<file path="src/rtl/control_sequencer.sv">
// control_sequencer: microsequencer that drives every control strobe of the
// 8-bit datapath. Fetches an instruction byte into IR, then steps its
// per-opcode micro-sequence. Strobes are a pure decode of state/step/IR.
// Optional build macro SEQ_SINGLE_STEP_EN adds i_stepReq: the sequencer then
// leaves FADDR only on a cycle with i_stepReq=1 (one instruction per pulse).
module control_sequencer #(
    parameter int DATA_W        = 8,
    parameter bit RESET_PC_ZERO = 1'b1
) (
    input  logic              i_clk,
    input  logic              i_reset,
`ifdef SEQ_SINGLE_STEP_EN
    input  logic              i_stepReq,
`endif
    input  logic [DATA_W-1:0] i_bus,
    input  logic              i_flagZero,
    output logic              o_ctrlPcOE,
    output logic              o_ctrlPcInc,
    output logic              o_ctrlPcLoad,
    output logic              o_ctrlPcClear,
    output logic              o_ctrlRamAddressEn,
    output logic              o_ctrlRamOE,
    output logic              o_ctrlRamWriteEn,
    output logic              o_ctrlRegBusSel,
    output logic              o_ctrlRegBusEn,
    output logic              o_ctrlRegWr0,
    output logic              o_ctrlRegWr1,
    output logic              o_ctrlAluBWr,
    output logic [1:0]        o_ctrlAluOp,
    output logic              o_ctrlAluShiftLeft,
    output logic              o_ctrlAluOE,
    output logic              o_halted
);

    typedef enum logic [2:0] {
        S_RESET, S_FADDR, S_FDATA, S_EXEC, S_HALT
    } state_t;

    localparam logic [2:0] OP_NOP = 3'b000, OP_LDI = 3'b001, OP_ALU = 3'b010,
                           OP_SHF = 3'b011, OP_ST  = 3'b100, OP_LD  = 3'b101,
                           OP_JZ  = 3'b110, OP_HLT = 3'b111;

    state_t            state;
    logic [1:0]        step;
    logic [DATA_W-1:0] ir;
    logic              jz_take;   // zero flag captured on entry to step 0
    logic              go;        // permission to leave FADDR

`ifdef SEQ_SINGLE_STEP_EN
    assign go = i_stepReq;
`else
    assign go = 1'b1;
`endif

    logic [2:0] op;
    logic       rd, rs;
    assign op = ir[7:5];
    assign rd = ir[4];
    assign rs = ir[3];

    // Final step index of the current opcode
    logic last_step;
    always_comb begin
        last_step = 1'b0;
        case (op)
            OP_NOP:        last_step = (step == 2'd0);
            OP_LDI, OP_ST,
            OP_LD:         last_step = (step == 2'd1);
            OP_ALU:        last_step = (step == 2'd2);
            OP_SHF:        last_step = (step == 2'd3);
            OP_JZ:         last_step = jz_take ? (step == 2'd1) : (step == 2'd0);
            default:       last_step = 1'b1;
        endcase
    end

    // State, step counter and IR; the flag is latched with IR so that the
    // JZ step-0 strobes depend only on registers
    always_ff @(posedge i_clk or posedge i_reset) begin
        if (i_reset) begin
            state   <= S_RESET;
            step    <= 2'd0;
            ir      <= '0;
            jz_take <= 1'b0;
        end else begin
            case (state)
                S_RESET: state <= S_FADDR;
                S_FADDR: if (go) state <= S_FDATA;
                S_FDATA: begin
                    ir      <= i_bus;
                    jz_take <= i_flagZero;
                    step    <= 2'd0;
                    state   <= S_EXEC;
                end
                S_EXEC: begin
                    if (op == OP_HLT) begin
                        state <= S_HALT;
                    end else if (last_step) begin
                        state <= S_FADDR;
                        step  <= 2'd0;
                    end else begin
                        step  <= step + 2'd1;
                    end
                end
                default: state <= S_HALT;
            endcase
        end
    end

    // Strobe decode: only one of PcOE/RamOE/RegBusEn/AluOE per cycle
    always_comb begin
        o_ctrlPcOE = 1'b0;          o_ctrlPcInc = 1'b0;
        o_ctrlPcLoad = 1'b0;        o_ctrlPcClear = 1'b0;
        o_ctrlRamAddressEn = 1'b0;  o_ctrlRamOE = 1'b0;
        o_ctrlRamWriteEn = 1'b0;    o_ctrlRegBusSel = 1'b0;
        o_ctrlRegBusEn = 1'b0;      o_ctrlRegWr0 = 1'b0;
        o_ctrlRegWr1 = 1'b0;        o_ctrlAluBWr = 1'b0;
        o_ctrlAluOp = 2'b00;        o_ctrlAluShiftLeft = 1'b0;
        o_ctrlAluOE = 1'b0;         o_halted = 1'b0;
        case (state)
            S_RESET: o_ctrlPcClear = RESET_PC_ZERO;
            S_FADDR: begin
                o_ctrlPcOE         = go;
                o_ctrlRamAddressEn = go;
            end
            S_FDATA: begin
                o_ctrlRamOE = 1'b1;
                o_ctrlPcInc = 1'b1;
            end
            S_EXEC: begin
                case (op)
                    OP_LDI, OP_SHF: begin
                        // immediate fetch occupies steps 0 and 1
                        if (step == 2'd0) begin
                            o_ctrlPcOE = 1'b1;  o_ctrlRamAddressEn = 1'b1;
                        end else if (step == 2'd1) begin
                            o_ctrlRamOE = 1'b1; o_ctrlPcInc = 1'b1;
                            if (op == OP_LDI) {o_ctrlRegWr1, o_ctrlRegWr0} = rd ? 2'b10 : 2'b01;
                            else              o_ctrlAluBWr = 1'b1;
                        end else begin
                            // A operand is rd; op and direction held into write-back
                            o_ctrlAluOp        = 2'b11;
                            o_ctrlAluShiftLeft = ir[2];
                            o_ctrlRegBusSel    = rd;
                            if (step == 2'd3) begin
                                o_ctrlAluOE = 1'b1;
                                {o_ctrlRegWr1, o_ctrlRegWr0} = rd ? 2'b10 : 2'b01;
                            end
                        end
                    end
                    OP_ALU: begin
                        if (step == 2'd0) begin
                            o_ctrlRegBusSel = rs; o_ctrlRegBusEn = 1'b1; o_ctrlAluBWr = 1'b1;
                        end else begin
                            o_ctrlAluOp = ir[1:0];
                            if (step == 2'd2) begin
                                o_ctrlAluOE = 1'b1;
                                {o_ctrlRegWr1, o_ctrlRegWr0} = rd ? 2'b10 : 2'b01;
                            end
                        end
                    end
                    OP_ST, OP_LD: begin
                        if (step == 2'd0) begin
                            o_ctrlRegBusSel = rs; o_ctrlRegBusEn = 1'b1; o_ctrlRamAddressEn = 1'b1;
                        end else if (op == OP_ST) begin
                            o_ctrlRegBusSel = rd; o_ctrlRegBusEn = 1'b1; o_ctrlRamWriteEn = 1'b1;
                        end else begin
                            o_ctrlRamOE = 1'b1;
                            {o_ctrlRegWr1, o_ctrlRegWr0} = rd ? 2'b10 : 2'b01;
                        end
                    end
                    OP_JZ: begin
                        if (!jz_take) begin
                            o_ctrlPcInc = 1'b1;    // skip the target byte
                        end else if (step == 2'd0) begin
                            o_ctrlPcOE = 1'b1;  o_ctrlRamAddressEn = 1'b1;
                        end else begin
                            o_ctrlRamOE = 1'b1; o_ctrlPcLoad = 1'b1;
                        end
                    end
                    default: ;  // NOP and HLT issue no strobes
                endcase
            end
            S_HALT:  o_halted = 1'b1;
            default: ;
        endcase
    end

endmodule

</file>
<file path="config.mk">
export PLATFORM = sky130hd
export DESIGN_NAME = control_sequencer
export DESIGN_NICKNAME = d
export VERILOG_FILES = /design/src/rtl/control_sequencer.sv
export SDC_FILE = /design/constraint.sdc
export NUM_CORES = 1
export LEC_CHECK = 0
export ABC_AREA = 0
export CAP_MARGIN = 20
export CORE_ASPECT_RATIO = 1.5
export CORE_MARGIN = 3
export CORE_UTILIZATION = 52
export DETAILED_ROUTE_END_ITERATION = 10
export GPL_TIMING_DRIVEN = 0
export PLACE_DENSITY = 0.84
export SKIP_LAST_GASP = 1
export SYNTH_ARGS = -nofsm -noshare
export SYNTH_HDL_FRONTEND = slang
export SYNTH_SLANG_ARGS = --single-unit
</file>
<file path="constraint.sdc">
create_clock -name i_clk -period 3.51 [get_ports i_clk]
set_input_delay 1.053 -clock i_clk [delete_from_list [all_inputs] [get_ports i_clk]]
set_output_delay 1.053 -clock i_clk [all_outputs]
set_load 0.005 [all_outputs]
</file>
==> results.py <==
metrics = {
    "setup_path": {
        "path_max_fanout": 10,
        "cp-startpoint": "step[0]",
        "arrival_ps": 2330,
        "start_kind": "register",
        "critPathKind": "register to output port",
        "crit-reg2reg-launch": "step[0]",
        "cp-end-kind": "output port",
        "critPathRequiredTime_ps": 2460,
    },
    "clocking": {
        "numClockSinks": 14,
        "cts_buffers": 3,
        "holdBufCountCts": 0,
        "clk_pin_slew_ps": 90,
        "cts_tree": "done",
        "clkLatencyLatePin_ps": 290,
        "clock_path_buffers": 2,
        "htree_levels": 1,
        "root_buffer": "clkbuf_4",
    },
    "sta": {
        "setup_viol": 0,
        "relSlewSlack": 0.619,
        "rsz0062_at_grt": "no",
        "tns_ps": 0,
        "worst_slack_ps": 123,
        "final_hold_viol_count": 0,
        "skew_ps": 1.60,
        "slew_violations": 0,
        "fin_crit_sh": 0.965,
        "fmax_ghz": 0.295,
        "worstMarginPinSlew_ps": 570,
        "min_period_ps": 3390,
    },
    "min_path": {
        "hp-class": "register to register",
        "min_from": "ir[0]",
    },
    "yosys": {
        "async_reset_ff_frac": 1.00,
        "syn_nets": 144,
        "synthesis.area_mm2": 0.00109,
        "synth_edf_count": 0,
        "avgSynthCellArea_um2": 8.62,
        "ys_seq_area_frac": 0.320,
        "synthesis.yosys.warnings": 0,
        "post_synth_num_cell_types": 35,
        "synth-main-ff-cell": "dfrtp_1",
        "netlist_instances": 127,
        "yosys_register_bits": 14,
    },
    "floorplan": {
        "core-area_mm2": 0.00190,
        "rows": 19,
        "dieWidth_um": 43.5,
        "start_util": 0.576,
        "die_h_um": 62.2,
        "dieArea_mm2": 0.00270,
        "pin_count": 28,
    },
    "final_layout": {
        "fill_cells": 133,
        "fin_nets": 178,
        "final_common_cell": "clkdlybuf4s50_1",
        "finalNonFillerCells": 180,
        "area_growth_pct": 31.3,
        "final_cell_mix": "27 x clkdlybuf4s50_1, 14 x dfrtp_1, 13 x a21oi_1",
        "antenna_cells": 0,
        "drive_above_1_share": 0.164,
    },
    "run": {
        "cap_violations": 0,
    },
    "global_routing": {
        "antenna_found_initial": 0,
        "grt_max_degree": 15,
        "grt_use_total": 0.209,
        "grt_pass1_wl_um": 4440,
        "grt-ovfl-total": 0,
        "grt_pass1_vias": 996,
    },
    "detailed_routing": {
        "ant_nets": 0,
        "vias": 1056,
        "drt-initial-drc-count": 34,
        "via_per_inst": 5.87,
        "wirelength_um": 2720,
        "firstDrtPassIters": 5,
        "drcViolationCount": 0,
        "avgRoutedWirePerCell_um": 15.1,
    },
    "power_and_ir_drop": {
        "p_per_area_mw_per_mm2": 817,
        "power_leakage_nw": 0.575,
        "vdd_ir_drop_max_mv": 0.571,
        "finalPower_mw": 1.17,
    },
    "placed_design": {
        "dpl.cell_count": 175,
        "io_buffers": 27,
        "dp_hpwl_um": 1950,
        "dp_slack_ps": 244,
        "place_congestion": 0.787,
    },
    "run_status": {
        "outcome": "finished, final reports clean",
    },
}
-- kinds of logic (layout without fill, tap and decap cells) --
logic type | after synthesis | in the layout | synth area share
adders and majority gates | 6 | 6 | 0.0686
AOI/OAI and AO/OA | 33 | 33 | 0.176
buffers and inverters | 13 | 45 | 0.0583
muxes | 11 | 11 | 0.111
and+or+nand+nor | 50 | 50 | 0.266
DFF | 14 | 14 | 0.320
-- final timing paths --
kind / endpoint / slack (ps) / depth (start not counted)
max: o_ctrlRegWr0 / 120 / 7
min: ir[0] / 520 / 1
max reg2reg: step[0] / 1730 / 7
min reg2reg: ir[0] / 520 / 1
max in group asynchronous: ir[5] / 2030 / 2
min in group asynchronous: ir[4] / 1110 / 2
-- cell type report --
class / count / area (µm²) / area share
buffer: 8 / 45.0 / 0.0313
clock buffer: 3 / 22.5 / 0.0157
inverter: 5 / 18.8 / 0.0131
multi-input combinational: 100 / 689 / 0.480
sequential: 14 / 350 / 0.244
tap: 21 / 26.3 / 0.0183
timing repair buffer: 29 / 285 / 0.198
-- sequential cells by signal, summed over array words and instances, names as in the netlist --
| register | flops |
|---|---|
| ir | 8 |
| state | 3 |
| step | 2 |
| jz_take | 1 |
-- layer usage --
| layer | vias up | routed length (µm) | GRT usage |
|---|---|---|---|
| li1 | 515 | - | - |
| met1 | 485 | 1130 | 0.268 |
| met2 | 51 | 1400 | 0.337 |
| met3 | 5 | 156 | 0.0260 |
| met4 | 0 | 41 | 0.102 |
| met5 | - | 0 | 0 |
-- critical path: stages (launching register included) --
cell and delay [ps]:
dfrtp_1 350, inv_1 100, ha_1 210, buf_2 180
or3_4 420, a21oi_2 150, nor2b_1 140, clkdlybuf4s50_1 510
-- metrics by stage --
stage          utilization  instance area, µm²  hold WS, ps
6_report             0.756                1440          517
5_1_grt              0.756                1440          545
4_1_cts              0.747                1420          522
3_5_place_dp         0.732                1390          497
3_3_place_gp         0.732                1390          492
2_1_floorplan            -                1090          481
-- cell usage after synthesis (2+ instances only) --
master    count  area [µm²]
a21oi_1      14        70.1
a31oi_1       2        12.5
buf_2         6        30.0
dfrtp_1      14         350
ha_1          6        75.1
inv_1         5        18.8
mux2_2        9         101
mux2i_1       2        20.0
nand2_1       5        18.8
nand2b_1      6        37.5
nand3_1       2        10.0
nand3b_1      4        30.0
nand4_1       2        12.5
nor2_1       10        37.5
nor2b_1       5        31.3
nor3_1        5        25.0
nor3b_1       2        15.0
o21ai_0       9        45.0
o21bai_1      2        15.0
or3_1         2        12.5
-- where the power goes --
| group | switching [mW] | internal, mW |
|---|---|---|
| sequential | 0.0710 | 0.242 |
| clock | 0.0553 | 0.0399 |
| combinational | 0.415 | 0.352 |
| total | 0.541 | 0.634 |
-- what timing repair did --
action	4_1_cts	5_1_grt
pin swaps	0	0
hold endpoints to repair	0	0
gates resized for setup	0	2
buffers inserted	1	1
setup endpoints to repair	2	3
Power figures use the tool's default switching activity.
